===== src/rtl/icon_blit_ctrl.sv =====
// Icon-to-framebuffer blitter: walks an IMG_W x IMG_H icon ROM in raster order and emits clipped framebuffer writes.
// Optional colour-key transparency (24'hFF00FF) is enabled by defining BLIT_TRANSPARENT_EN.
module icon_blit_ctrl #(
    parameter int IMG_W = 48,
    parameter int IMG_H = 48,
    parameter int FB_W  = 640,
    parameter int FB_H  = 480
) (
    input  logic        clk,
    input  logic        rst_n,
    input  logic        start,
    input  logic [9:0]  dst_x,
    input  logic [9:0]  dst_y,
    output logic        busy,
    output logic        done,
    output logic [9:0]  rom_x,
    output logic [9:0]  rom_y,
    input  logic [7:0]  rom_r,
    input  logic [7:0]  rom_g,
    input  logic [7:0]  rom_b,
    output logic        fb_we,
    output logic [9:0]  fb_x,
    output logic [9:0]  fb_y,
    output logic [23:0] fb_rgb,
    input  logic        fb_ready
);

    typedef enum logic [1:0] {IDLE = 2'd0, RUN = 2'd1, DRAIN = 2'd2} state_t;

    // Handshake: a write transfers only when fb_we and fb_ready are both high;
    // while fb_we is high and fb_ready low, fb_we/fb_x/fb_y/fb_rgb hold.
    state_t      state, state_nxt;
    logic [9:0]  dx, dy;
    logic        p_valid, p_last;
    logic [9:0]  p_x, p_y;
    logic        s_valid, s_last;
    logic [9:0]  s_x, s_y;
    logic [23:0] s_rgb;
    logic        o_valid, o_we, o_last;
    logic        accept, issue, fetch, addr_last;
    logic        retire, out_free, load_o, to_skid;
    logic [9:0]  src_x, src_y;
    logic [23:0] src_rgb;
    logic        src_last, src_key, src_we;
    logic [10:0] sum_x, sum_y;

    // A fetch of (0,0) is implied by the accepted start: the ROM already sees address 0 in IDLE.
    assign addr_last = (rom_x == 10'(IMG_W - 1)) && (rom_y == 10'(IMG_H - 1));
    assign accept    = (state == IDLE) && start && !done;
    assign retire    = o_valid && (!o_we || fb_ready);
    assign out_free  = !o_valid || retire;
    assign issue     = (state == RUN) && !s_valid && !(p_valid && !out_free);
    assign fetch     = accept || issue;
    assign load_o    = out_free && (s_valid || p_valid);
    assign to_skid   = p_valid && !s_valid && !out_free;
    assign busy      = (state != IDLE);
    assign fb_we     = o_valid && o_we;

    always_comb begin
        src_x    = p_x;
        src_y    = p_y;
        src_rgb  = {rom_r, rom_g, rom_b};
        src_last = p_last;
        if (s_valid) begin
            src_x    = s_x;
            src_y    = s_y;
            src_rgb  = s_rgb;
            src_last = s_last;
        end
    end

`ifdef BLIT_TRANSPARENT_EN
    assign src_key = (src_rgb == 24'hFF00FF);
`else
    assign src_key = 1'b0;
`endif

    // Clip on the full 11-bit sums so coordinates past 1023 never alias back on-screen.
    assign sum_x  = {1'b0, dx} + {1'b0, src_x};
    assign sum_y  = {1'b0, dy} + {1'b0, src_y};
    assign src_we = (sum_x < 11'(FB_W)) && (sum_y < 11'(FB_H)) && !src_key;

    always_comb begin
        state_nxt = state;
        case (state)
            IDLE:    if (accept) state_nxt = addr_last ? DRAIN : RUN;
            RUN:     if (issue && addr_last) state_nxt = DRAIN;
            DRAIN:   if (retire && o_last) state_nxt = IDLE;
            default: state_nxt = IDLE;
        endcase
    end

    always_ff @(posedge clk or negedge rst_n) begin
        if (!rst_n) begin
            state <= IDLE;
            done  <= 1'b0;
            dx    <= '0;
            dy    <= '0;
            rom_x <= '0;
            rom_y <= '0;
        end else begin
            state <= state_nxt;
            done  <= (state == DRAIN) && retire && o_last;
            if (accept) begin
                dx <= dst_x;
                dy <= dst_y;
            end
            if (state_nxt == IDLE) begin
                rom_x <= '0;
                rom_y <= '0;
            end else if (fetch && !addr_last) begin
                if (rom_x == 10'(IMG_W - 1)) begin
                    rom_x <= '0;
                    rom_y <= rom_y + 10'd1;
                end else begin
                    rom_x <= rom_x + 10'd1;
                end
            end
        end
    end

    // Pipeline: fetch -> (ROM latency) -> optional skid -> output slot.
    always_ff @(posedge clk or negedge rst_n) begin
        if (!rst_n) begin
            p_valid <= 1'b0;
            p_last  <= 1'b0;
            p_x     <= '0;
            p_y     <= '0;
            s_valid <= 1'b0;
            s_last  <= 1'b0;
            s_x     <= '0;
            s_y     <= '0;
            s_rgb   <= '0;
            o_valid <= 1'b0;
            o_we    <= 1'b0;
            o_last  <= 1'b0;
            fb_x    <= '0;
            fb_y    <= '0;
            fb_rgb  <= '0;
        end else begin
            p_valid <= fetch;
            if (fetch) begin
                p_x    <= rom_x;
                p_y    <= rom_y;
                p_last <= addr_last;
            end
            if (to_skid) begin
                s_valid <= 1'b1;
                s_x     <= p_x;
                s_y     <= p_y;
                s_rgb   <= {rom_r, rom_g, rom_b};
                s_last  <= p_last;
            end else if (s_valid && out_free) begin
                s_valid <= 1'b0;
            end
            if (load_o) begin
                o_valid <= 1'b1;
                o_we    <= src_we;
                o_last  <= src_last;
                fb_x    <= sum_x[9:0];
                fb_y    <= sum_y[9:0];
                fb_rgb  <= src_rgb;
            end else if (retire) begin
                o_valid <= 1'b0;
                o_we    <= 1'b0;
            end
        end
    end

endmodule


===== config.mk =====
export PLATFORM = sky130hd
export DESIGN_NAME = icon_blit_ctrl
export DESIGN_NICKNAME = d
export VERILOG_FILES = /design/src/rtl/icon_blit_ctrl.sv
export SDC_FILE = /design/constraint.sdc
export NUM_CORES = 1
export LEC_CHECK = 0
export CORE_UTILIZATION = 30
export DETAILED_ROUTE_END_ITERATION = 10
export PLACE_DENSITY_LB_ADDON = 0.25
export REMOVE_ABC_BUFFERS = 1
export SLEW_MARGIN = 20
export SYNTH_ARGS = -nofsm -noshare
export SYNTH_HDL_FRONTEND = slang
export SYNTH_SLANG_ARGS = --single-unit

===== constraint.sdc =====
create_clock -name clk -period 4.69 [get_ports clk]
set_input_delay 1.1725 -clock clk [delete_from_list [all_inputs] [get_ports clk]]
set_output_delay 1.1725 -clock clk [all_outputs]
set_load 0.01 [all_outputs]

==> results of run 1 <==
==> cell usage after synthesis, types with 5 or more instances <==
cell type	instances	area (um2)
or3_1	10	62.6
o211ai_1	6	45.0
o21ai_1	6	30.0
mux2_2	65	732
a21o_1	12	90.1
buf_1	6	22.5
nor2_1	40	150
o21a_1	6	45.0
o31ai_1	7	52.6
mux2i_1	26	260
xnor2_1	6	52.6
nor3_1	7	35.0
xor2_1	8	70.1
a21oi_1	58	290
nand3_1	15	75.1
inv_1	7	26.3
dfrtp_1	158	3950
or4_1	8	60.1
a211oi_1	5	37.5
o21ai_0	21	105
nand2_1	168	631
ha_1	22	275
clkbuf_1	25	93.8
==> final cells by class <==
class	instances	area [um2]
Fill cell	2462	14900
Clock buffer	21	460
Clock inverter	11	116
Multi-Input combinational cell	539	3500
Inverter	8	30.0
Timing Repair Buffer	125	1240
Tap cell	324	405
Sequential cell	158	3960
==> report_power, final <==
group	switching (mW)	internal, mW
combinational	0.935	0.911
sequential	0.266	1.79
clock	0.547	0.808
total	1.75	3.51
==> kinds of logic (layout without fill, tap and decap cells) <==
group | count (synthesis) | after routing | share of synthesized area (%)
XOR/XNOR | 14 | 14 | 1.61
buffers and inverters | 44 | 165 | 2.53
multiplexers | 91 | 91 | 13.0
adder cells (fa/ha/maj) | 24 | 24 | 4.14
AO/OA/AOI/OAI | 138 | 138 | 11.0
flip-flops | 158 | 158 | 51.9
AND/OR/NAND/NOR | 272 | 272 | 15.7
==> metal layers <==
metal / routed length (um) / vias to the layer above / track usage [%]
li1: - / 2795 / -
met1: 9400 / 2685 / 21.0
met2: 7580 / 104 / 21.4
met3: 504 / 12 / 2.67
met4: 172 / 0 / 4.50
met5: 0 / - / 0
==> per-stage QoR <==
stage / setup slack (ns) / hold slack [ns] / setup TNS [ns]
after floorplan: -0.255 / 0.451 / -0.255
after global placement: 0.981 / 0.459 / 0
after detailed placement: 0.922 / 0.462 / 0
after CTS: 1.24 / 0.478 / 0
after global routing: 0.961 / 0.500 / 0
final: 1.27 / 0.471 / 0
==> how the worst min path moves through the flow <==
| stage | startpoint | to |
|---|---|---|
| 2_1_floorplan | p_x[0]$_DFFE_PN0N_ | p_x[0]$_DFFE_PN0N_ |
| 3_3_place_gp | fb_y[9]$_DFFE_PN0P_ | fb_y[9]$_DFFE_PN0P_ |
| 3_5_place_dp | fb_x[0]$_DFFE_PN0P_ | fb_x[0]$_DFFE_PN0P_ |
| 4_1_cts | fb_y[0]$_DFFE_PN0P_ | fb_y[0]$_DFFE_PN0P_ |
| 5_1_grt | fb_y[1]$_DFFE_PN0P_ | fb_y[1]$_DFFE_PN0P_ |
| 6_report | fb_y[0]$_DFFE_PN0P_ | fb_y[0]$_DFFE_PN0P_ |
==> worst register-to-register path, stage by stage (launching register included) <==
cell and delay [ns]:
dfrtp_2 0.69, buf_4 0.38, mux2_2 0.40, ha_1 0.23, fa_1 0.42, a21o_1 0.20, a31o_2 0.24, a21oi_1 0.16
xor2_1 0.22, nor3_1 0.10, o31ai_1 0.28
==> results.cfg, run 1 <==
[clock_tree]
path_clk_slew_ns = 0.06
h-tree-depth = 4
clockBufferDepth = 2
cts_setup_buffers = 0
tritoncts = built
cts_sinks = 158
clockRootBuffer = clkbuf_16
cts_repair_resize_count = 0
clock_latency_ns = 0.42
cts_inserted_buffers = 17
ctsHoldBuffers = 0

[setup_path]
cp-startpoint = s_valid$_DFFE_PN0P_
r2r-end = o_we$_DFFE_PN0P_
r2r_slack_ns = 1.27
crit_type = reg2reg
crit_family = compound AO/OA/AOI/OAI gates
reg2regPathDepth = 10
endpoint_kind = register
start_kind = register
cp_cell_sequence = buf_4 > mux2_2 > ha_1 > fa_1 > a21o_1 > a31o_2 > a21oi_1 > xor2_1 > nor3_1 > o31ai_1
cp_slowest_cell = dfrtp_2
worstReg2RegStart = s_valid$_DFFE_PN0P_
worstPathArrival_ns = 3.73
cp_num_buf_inv = 1
cp-endpoint = o_we$_DFFE_PN0P_
required_ns = 5.00
critPathMaxStageDelay_ns = 0.69
cp.depth = 10
path_max_fanout = 20

[finish]
layout.nets = 921
antenna_cells = 0
layout-drive-gt1-share_pct = 13.9
final_cell_mix = nand2_1 (168), dfrtp_1 (157), clkdlybuf4s50_1 (113), mux2_2 (65), a21oi_1 (57)
final_common_cell = nand2_1
largestRegisters = fb_rgb: 24 flops, s_rgb: 24 flops
utilization_pct = 39.4
fin_cells = 1186
syn_to_final_growth_pct = 27.4
final_area_um2 = 9700

[timing]
post-route-period-util_pct = 73.0
finalHoldViolations = 0
fin_skew_ns = 0.00674
drv_slew = 0
max_slew_margin_pct = 43.8
rsz0062_at_grt = no
period_minus_slack_ns = 3.42
worstMarginPinSlew_ns = 0.843
fmax_mhz = 292
setup_violations = 0

[logic_synthesis]
ys_types = 57
avgSynthCellArea_um2 = 10.3
synthCells = 741
synth.ff_latch_count = 158
yosys_warnings = 0
synthFlopType = dfrtp_1
synth_area_um2 = 7610
ys_async_sr_fraction_pct = 100
synth_edf_count = 0
ys_seq_area_share_pct = 51.9

[floorplanning]
ios = 115
die_h_um = 161
die_x_um = 161
rows = 57
start_util_pct = 30.9
coreArea_um2 = 24600
dieArea_um2 = 26000

[job]
drv_cap = 0

[power]
power_density_nw_per_um2 = 542
max-vdd-ir-drop_v = 0.000230
power_leakage_nw = 4.31
power_mw = 5.25

[global_routing]
grt_util_all_layers_pct = 14.4
grt.overflow.total = 0
grt_pass1_wl_um = 29600
antenna_found_initial = 0
grt_max_degree = 91
grt_pass1_vias = 5532

[route]
drt-vias-per-instance = 4.72
ant_nets = 0
drtPass1Iterations = 5
route.detailed.drc = 0
wl_um = 17700
drt_iter0_markers = 270
vias = 5596
wl_per_cell_um = 14.9

[placement]
dp.cells = 1154
dp_hpwl_um = 12300
post_dp_cell_area_um2 = 9120
gp_congestion = 0.796
port_buffers = 114

[hold_path]
hp-class = reg2reg
min_path_cells = 2

[outcome]
status = completed
Note: power is estimated with default switching activity, not from simulation.
==> run 2: changes to the inputs <==
Clock period 4.69 ns to 3.4 ns, I/O delays scaled along.
==> results.cfg, run 2 (same netlist as run 1, synthesis figures left out) <==
[outcome]
status = completed

[placement]
dp_slack_ns = 0.186
gp_congestion = 0.803
post_dp_cell_area_um2 = 9190
port_buffers = 114
dp_hpwl_um = 12300

[timing]
fin_skew_ns = 0.0166
finalHoldViolations = 0
setup_slack_ns = 0.411
worstMarginPinSlew_ns = 0.718
max_slew_margin_pct = 51.9
setup_violations = 0
period_minus_slack_ns = 2.99
rsz0062_at_grt = no
post-route-period-util_pct = 87.9
drv_slew = 0
fmax_mhz = 335

[clock_tree]
h-tree-depth = 4
cts_repair_resize_count = 0
cts_inserted_buffers = 17
ctsHoldBuffers = 0
tritoncts = built
cts_setup_buffers = 0
clockRootBuffer = clkbuf_16
clockBufferDepth = 2
cts_sinks = 158
clock_latency_ns = 0.43
path_clk_slew_ns = 0.07

[setup_path]
r2r_slack_ns = 0.41
cp_slowest_cell = dfrtp_2
worstPathArrival_ns = 3.31
required_ns = 3.72
cp-startpoint = s_valid$_DFFE_PN0P_
worstReg2RegStart = s_valid$_DFFE_PN0P_
critPathMaxStageDelay_ns = 0.51
cp_cell_sequence = buf_4 > mux2_2 > ha_1 > fa_1 > a21o_1 > a31o_2 > a21oi_1 > xor2_1 > nor3_1 > o31ai_1
crit_family = compound AO/OA/AOI/OAI gates
start_kind = register
endpoint_kind = register
crit_type = reg2reg
cp_num_buf_inv = 1
path_max_fanout = 12

[route]
drtPass1Iterations = 4
route.detailed.drc = 0
drt_iter0_markers = 287
ant_nets = 0
drt-vias-per-instance = 4.73
wl_per_cell_um = 15.0
wl_um = 17900
vias = 5642

[floorplanning]
start_util_pct = 30.9
die_h_um = 161
rows = 57
coreArea_um2 = 24600
dieArea_um2 = 26000
ios = 115
die_x_um = 161

[global_routing]
grt.overflow.total = 0
grt_pass1_vias = 5501
antenna_found_initial = 0
grt_max_degree = 60
grt_util_all_layers_pct = 14.3
grt_pass1_wl_um = 29300

[finish]
syn_to_final_growth_pct = 28.8
nFillCells = 2438
utilization_pct = 39.9
layout.nets = 927
final_cell_mix = nand2_1 (168), dfrtp_1 (157), clkdlybuf4s50_1 (113), mux2_2 (65), a21oi_1 (57)
final_common_cell = nand2_1
antenna_cells = 0
largestRegisters = fb_rgb: 24 flops, s_rgb: 24 flops
layout-drive-gt1-share_pct = 14.9
final_area_um2 = 9810

[hold_path]
hp-class = in2async

[power]
power_mw = 7.37
power_leakage_nw = 4.37
power_density_nw_per_um2 = 751
max-vdd-ir-drop_v = 0.000252

[job]
drv_cap = 0
## run 2: cell count changes in the layout (fill, tap and decap cells not counted)
cell        change
buf_4           +4
a211oi_2        +1
clkbuf_8        +3
a211oi_1        -1
clkbuf_1        -2
o21ai_4         +1
clkinv_4        +1
buf_12          +2
o21ai_2         -1
clkinvlp_4      -2
## run 2: final cells by class
class	count	area [um2]	share of cell area, %
clock inverter	10	110	1.12
multi-input combinational	539	3510	35.8
sequential	158	3960	40.3
timing repair buffer	131	1310	13.3
inverter	8	30.0	0.306
tap	324	405	4.13
clock buffer	22	494	5.04
## run 2: metrics by stage
step	instances	hold slack (ns)	setup TNS, ns
detailed placement	1160	0.473	0
global placement	1160	0.461	0
floorplan	705	0.451	-54.96
CTS	1192	0.364	0
global route	1192	0.381	0
finish	1192	0.356	0
## run 2: path summary, 6_finish.rpt
kind / endpoint / cells past startpoint
min in group clk: fb_y[7]$_DFFE_PN0P_ / 2
worst max register to register: o_we$_DFFE_PN0P_ / 10
max in group asynchronous: s_y[5]$_DFFE_PN0P_ / 2
worst min register to register: fb_y[7]$_DFFE_PN0P_ / 2
worst min-delay path: p_x[6]$_DFFE_PN0N_ / 1
worst max-delay path: o_we$_DFFE_PN0P_ / 10
## run 2: routing by layer
| layer | wire length [um] | global-route usage, % |
|---|---|---|
| met5 | 0 | 0 |
| met4 | 116 | 3.43 |
| met3 | 605 | 3.03 |
| met2 | 7830 | 21.9 |
| met1 | 9370 | 20.4 |
## run 2: report_power, final
| part | total, mW | switching [mW] | internal (mW) |
|---|---|---|---|
| Clock | 1.94 | 0.767 | 1.18 |
| Combinational | 2.61 | 1.31 | 1.30 |
| Sequential | 2.82 | 0.357 | 2.46 |
==> run 3: changes to the inputs <==
Settings changed: CAP_MARGIN set to 0.
==> results of run 3 <==
No change in the layout: final DEF, timing and power equal those of run 2.
==> variant 1 (flow settings as in run 2) <==
Set the parameter `FB_H` to 360 (it was 480).
--- a/src/rtl/icon_blit_ctrl.sv
+++ b/src/rtl/icon_blit_ctrl.sv
@@ -4,7 +4,7 @@
     parameter int IMG_W = 48,
     parameter int IMG_H = 48,
     parameter int FB_W  = 640,
-    parameter int FB_H  = 480
+    parameter int FB_H  = 360
 ) (
     input  logic        clk,
     input  logic        rst_n,
Formal check against the unedited RTL: not equivalent (Yosys sat finds a counterexample within 4 cycles, from zero or initial values and one cycle with rst_n low).
==> variant 1 against run 2 <==
Sequential share of layout area increased by 0.65 points. Die area decreased by 1.6%. Wire length decreased by 4.7%. Design area decreased by 1.5%. Sequential cell count unchanged. Power decreased by 0.46%. Area after synthesis decreased by 1.6%. Setup slack got worse by 0.15 ns. Critical endpoint unchanged.
==> variant 1: results (changes against run 2) <==
- CTS Buf Count: 17 (unchanged)
- Hpwl dp: 12100 um (-1.6%)
- Synth area leaders: dfrtp_1 (53%), mux2_2 (15%), mux2i_1 (3.7%)
- Antenna diodes: 0 (unchanged)
- Slew @ Worst Pin: 0.547 ns (-0.171 ns)
- H-tree depth: 4 (unchanged)
- NumNets Final: 834 (-10%)
- Reg2reg path depth: 11 (+1)
- Seq/Total Area, Yosys: 52.8% (+0.87 points)
- Fillcell total: 2399 (-1.6%)
- Leakage: 0.00416 uW (-5.0%)
- R2R Setup Slk: 0.26 ns (-0.15 ns)
- Mapped Avg Cell Area: 11.7 um^2 (+14%)
- Layout cells sized above 1: 21.2% (+6.3 points)
- Worst path max stage delay: 0.61 ns (+0.10 ns)
- Worst Path Max Fanout: 18 (+6)
- Place WS: 0.213 ns (+0.0275 ns)
- Clk slew on worst S/H paths: 0.07 ns (about the same)
- Maximum VDD drop: 0.000282 V (+12%)
- Clk_lat worst skew: 0.42 ns
- Routed len/inst: 15.6 um (+3.5%)
- Port Buffers: 114 (unchanged)
- First-pass GRT wire length: 28400 um (-3.1%)
- Worst r2r src: s_valid$_DFFE_PN0P_
- Slowest CP cell: dfrtp_4
- Adder-cell share of the synthesized area: 4.21% (+0.069 points)
- Clock skew: 0.0107 ns (-0.00591 ns)
- Vias: 5129 (-9.1%)
- Worst R2R End: o_we$_DFFE_PN0P_
- XOR/XNOR Fraction of Synth Area: 3.39% (+1.8 points)
- Post-synthesis mux area share: 19.1% (+6.0 points)
- Initial DRC Count: 290 (+1.0%)
- Status: finished, final reports clean
- Async set or reset register ratio after synthesis: 100% (unchanged)
- Synth cell count leaders: dfrtp_1 (158), mux2_2 (101), nor2_1 (56)
- CTS Buffer Depth: 2 (unchanged)
- Top flop regs: fb_rgb (24), s_rgb (24)
- Synth Area in Compound Gates: 8.29% (-2.7 points)
- WHS: 0.328 ns (-0.0280 ns)
- Yosys cell types: 55 (-3.5%)
- Number of global-route vias before repair: 5213 (-5.2%)
- Aggregate global-route resource usage: 14.2% (-0.056 points)
- Non-Filler Instances: 1098 (-7.9%)
- GP Congestion: 0.769 (-4.2%)
- Post-CTS Setup Bufs: 0 (unchanged)
- Largest net degree at the start of global routing: 93 (+55%)
[variant 1: cell types whose count changed after synthesis, moves of 7 or more]
cell / before / now
nand2_1: 168 / 49
mux2_2: 65 / 101
a21oi_1: 58 / 39
nor2_1: 40 / 56
xor2_1: 8 / 23
a21o_1: 12 / 2
nand3_1: 15 / 5
inv_1: 7 / 16
nand4_1: 1 / 10
clkbuf_1: 25 / 17
or3_1: 10 / 2
or4_1: 8 / 1
[variant 1: worst max path at each step]
stage,start,end,slack (ns),cells after the start
after floorplan,s_valid$_DFFE_PN0P_,fb_x[9]$_DFFE_PN0P_,-1.00,4
after global placement,s_valid$_DFFE_PN0P_,o_we$_DFFE_PN0P_,0.27,8
after detailed placement,s_valid$_DFFE_PN0P_,o_we$_DFFE_PN0P_,0.21,11
after CTS,s_valid$_DFFE_PN0P_,o_we$_DFFE_PN0P_,0.20,11
after global routing,s_valid$_DFFE_PN0P_,o_we$_DFFE_PN0P_,0.02,10
final,s_valid$_DFFE_PN0P_,o_we$_DFFE_PN0P_,0.26,11
[variant 1: cell type report]
class / count / area share [%]
clock buffer: 17 / 4.40
clock inverter: 14 / 1.41
inverter: 16 / 0.622
multi-input combinational: 440 / 35.2
sequential: 158 / 41.0
tap: 324 / 4.20
timing repair buffer: 129 / 13.2
[variant 1: cells by family (layout without fill, tap and decap cells)]
logic type | after synthesis | count (layout)
AO/OA/AOI/OAI | 101 | 101
XOR/XNOR | 29 | 29
adder cells (fa/ha/maj) | 24 | 24
buffers and inverters | 42 | 176
flip-flops | 158 | 158
multiplexers | 130 | 130
AND/OR/NAND/NOR | 156 | 156
[variant 1: per-stage QoR]
stage / instance area (um^2) / utilization (%)
after detailed placement: 9090 / 37.3
final: 9660 / 39.6
after global routing: 9660 / 39.6
after global placement: 9090 / 37.3
after CTS: 9660 / 39.6
after floorplan: 7390 / -
[variant 1: timing repair]
item	4_1_cts	5_1_grt
hold buffers	0	0
resized for setup	0	2
endpoints found under the setup margin	0	1
[variant 1: worst max-delay path: cells and delay by family, from the launching register on]
kind / cells / cell delay (ns)
DFF: 1 / 0.61
buffers and inverters: 1 / 0.05
muxes: 2 / 0.58
and+or+nand+nor: 2 / 0.26
AOI/OAI and AO/OA: 4 / 0.97
adders and majority gates: 2 / 0.54
[variant 1: report_power, final]
part | switching [uW] | internal (uW) | total, uW
clock | 814 | 1020 | 1830
sequential | 401 | 2490 | 2890
combinational | 1240 | 1380 | 2610
total | 2450 | 4880 | 7340
[variant 1: routing by layer]
metal  track usage, %  part of all wire [%]
met5                0                     0
met4             5.02                   1.7
met3             3.06                   3.6
met2             21.1                    44
met1             20.3                    51
==> variant 2 (settings of run 2) <==
Made on the original files. Reset style: synchronous (`rst_n`), changed in 2 clocked blocks.
--- a/src/rtl/icon_blit_ctrl.sv
+++ b/src/rtl/icon_blit_ctrl.sv
@@ -90,7 +90,7 @@
         endcase
     end
 
-    always_ff @(posedge clk or negedge rst_n) begin
+    always_ff @(posedge clk) begin
         if (!rst_n) begin
             state <= IDLE;
             done  <= 1'b0;
@@ -120,7 +120,7 @@
     end
 
     // Pipeline: fetch -> (ROM latency) -> optional skid -> output slot.
-    always_ff @(posedge clk or negedge rst_n) begin
+    always_ff @(posedge clk) begin
         if (!rst_n) begin
             p_valid <= 1'b0;
             p_last  <= 1'b0;
Function: differs if rst_n is asserted again (counterexample within 4 cycles, from zero or initial values and one cycle with rst_n low); with rst_n held inactive, the same outputs for 4 cycles.
==> variant 2 against run 2 <==
Non-clock buffer count fell by 3. Design area is 7.3% lower. Largest cell class is now multi-input combinational cells. Setup slack better by 0.0088 ns. Critical path depth is the same. Sequential cell count is the same. Wire length decreased by 6.0%. Area after synthesis down 8.5%. Final cell count increased by 2.9%.
Power is not compared: it rests on default switching activity, and its combinational part moved more than twofold at a synthesized area within 25%.
==> variant 2: results (changes against run 2) <==
- Leakage: 0.00330 uW
- Area after DPL: 8460 um^2 (-8.0%)
- Number of global-route vias before repair: 5327 (-3.2%)
- Aggregate global-route resource usage: 14.8% (+0.49 points)
- Post-CTS Setup Bufs: 0 (unchanged)
- Initial DRC Count: 254 (-11%)
- Clock skew: 0.00670 ns (-0.00990 ns)
- Relative slew slack: 50.6% (-1.4 points)
- Fillcell total: 2325 (-4.6%)
- Metal3 WL: 575 um (-5.0%)
- Synth cell count leaders: nand2_1 (210), dfxtp_1 (158), a21oi_1 (114)
- Antenna violations before repair: 0 (unchanged)
- Worst Path Max Fanout: 33 (+21)
- DR top layer: met4
- Seq/Total Area, Yosys: 45.4% (-6.5 points)
- NumNets Final: 1001 (+8.0%)
- Hpwl dp: 11700 um (-5.4%)
- Routed len/inst: 13.7 um (-8.7%)
- Maximum VDD drop: 0.000277 V
- Top flop regs: fb_rgb (24), s_rgb (24)
- Worst Hold Class: reg2reg
- Async set or reset register ratio after synthesis: 0% (-100 points)
- Synth area leaders: dfxtp_1 (45%), nand2_1 (11%), a21oi_1 (8.2%)
- CTS Buffer Depth: 2 (unchanged)
- Clk_lat worst skew: 0.42 ns
- Fin. max-slew vios: 0 (unchanged)
- Vias/cell: 4.70 (-0.79%)
- Clk slew on worst S/H paths: 0.06 ns
- Met2 Wirelength: 7470 um (-4.6%)
- Layout cells sized above 1: 8.17% (-6.7 points)
- Worst path arrival time: 3.30 ns (about the same)
- First-pass GRT wire length: 27800 um (-5.1%)
- Post-route met1 wirelength: 8610 um (-8.1%)
- Yosys cell types: 53 (-7.0%)
- Status: finished, final reports clean
- Largest net degree at the start of global routing: 112 (+87%)
- GP Congestion: 0.804 (+0.12%)
- H-tree depth: 4 (unchanged)
## variant 2: cells by family (layout without fill, tap and decap cells)
| kind of cell | count (synthesis) | count (layout) | synth area share (%) |
|---|---|---|---|
| AND/OR/NAND/NOR | 328 | 328 | 20.2 |
| AO/OA/AOI/OAI | 186 | 186 | 15.8 |
| flip-flops | 158 | 158 | 45.4 |
| buffers and inverters | 64 | 171 | 3.52 |
| multiplexers | 47 | 47 | 7.11 |
| XOR/XNOR | 28 | 28 | 3.52 |
| adder cells (fa/ha/maj) | 24 | 24 | 4.52 |
## variant 2: power by group
part	switching (uW)	internal, uW
Sequential	35.3	1910
Clock	772	1240
Combinational	210	194
Total	1020	3340
## variant 2: final timing paths
path,slack [ns],from,endpoint,cells past startpoint
worst max register to register,0.42,s_valid$_SDFFE_PN0P_,o_we$_SDFFE_PN0P_,10
worst min-delay path,0.45,s_x[8]$_SDFFE_PN0P_,s_x[8]$_SDFFE_PN0P_,2
worst max-delay path,0.42,s_valid$_SDFFE_PN0P_,o_we$_SDFFE_PN0P_,10
worst min register to register,0.45,s_x[8]$_SDFFE_PN0P_,s_x[8]$_SDFFE_PN0P_,2
## variant 2: layer usage
metal | up-vias | GRT usage [%]
met4 | 0 | 4.24
met1 | 2593 | 20.3
met5 | - | 0
met3 | 16 | 3.31
met2 | 90 | 23.0
li1 | 3063 | -
## variant 2: final cells by class
| cell class | instances | area, um^2 | area share, % |
|---|---|---|---|
| clock inverter | 11 | 153 | 1.68 |
| clock buffer | 21 | 480 | 5.28 |
| tap | 285 | 357 | 3.92 |
| timing repair buffer | 128 | 1310 | 14.4 |
| multi-input combinational | 613 | 3590 | 39.4 |
| inverter | 11 | 43.8 | 0.482 |
| sequential | 158 | 3160 | 34.8 |
## variant 2: per-stage QoR
step / utilization, % / cells / hold WS (ns) / setup WS (ns)
floorplan: - / 782 / 0.433 / -1.47
global placement: 37.3 / 1195 / 0.438 / 0.270
detailed placement: 37.3 / 1195 / 0.443 / 0.236
CTS: 40.0 / 1227 / 0.453 / 0.404
global route: 40.0 / 1227 / 0.465 / 0.205
finish: 40.0 / 1227 / 0.450 / 0.420
## variant 2: worst max-delay path, cell delays in order, from the launching register on
cell and delay [ns]:
dfxtp_2 0.40, buf_12 0.24, mux2_2 0.37, ha_1 0.22, fa_1 0.41, a21oi_1 0.23, o211ai_1 0.16, o2bb2ai_1 0.25
xnor2_1 0.12, o211a_1 0.24, o41ai_1 0.21
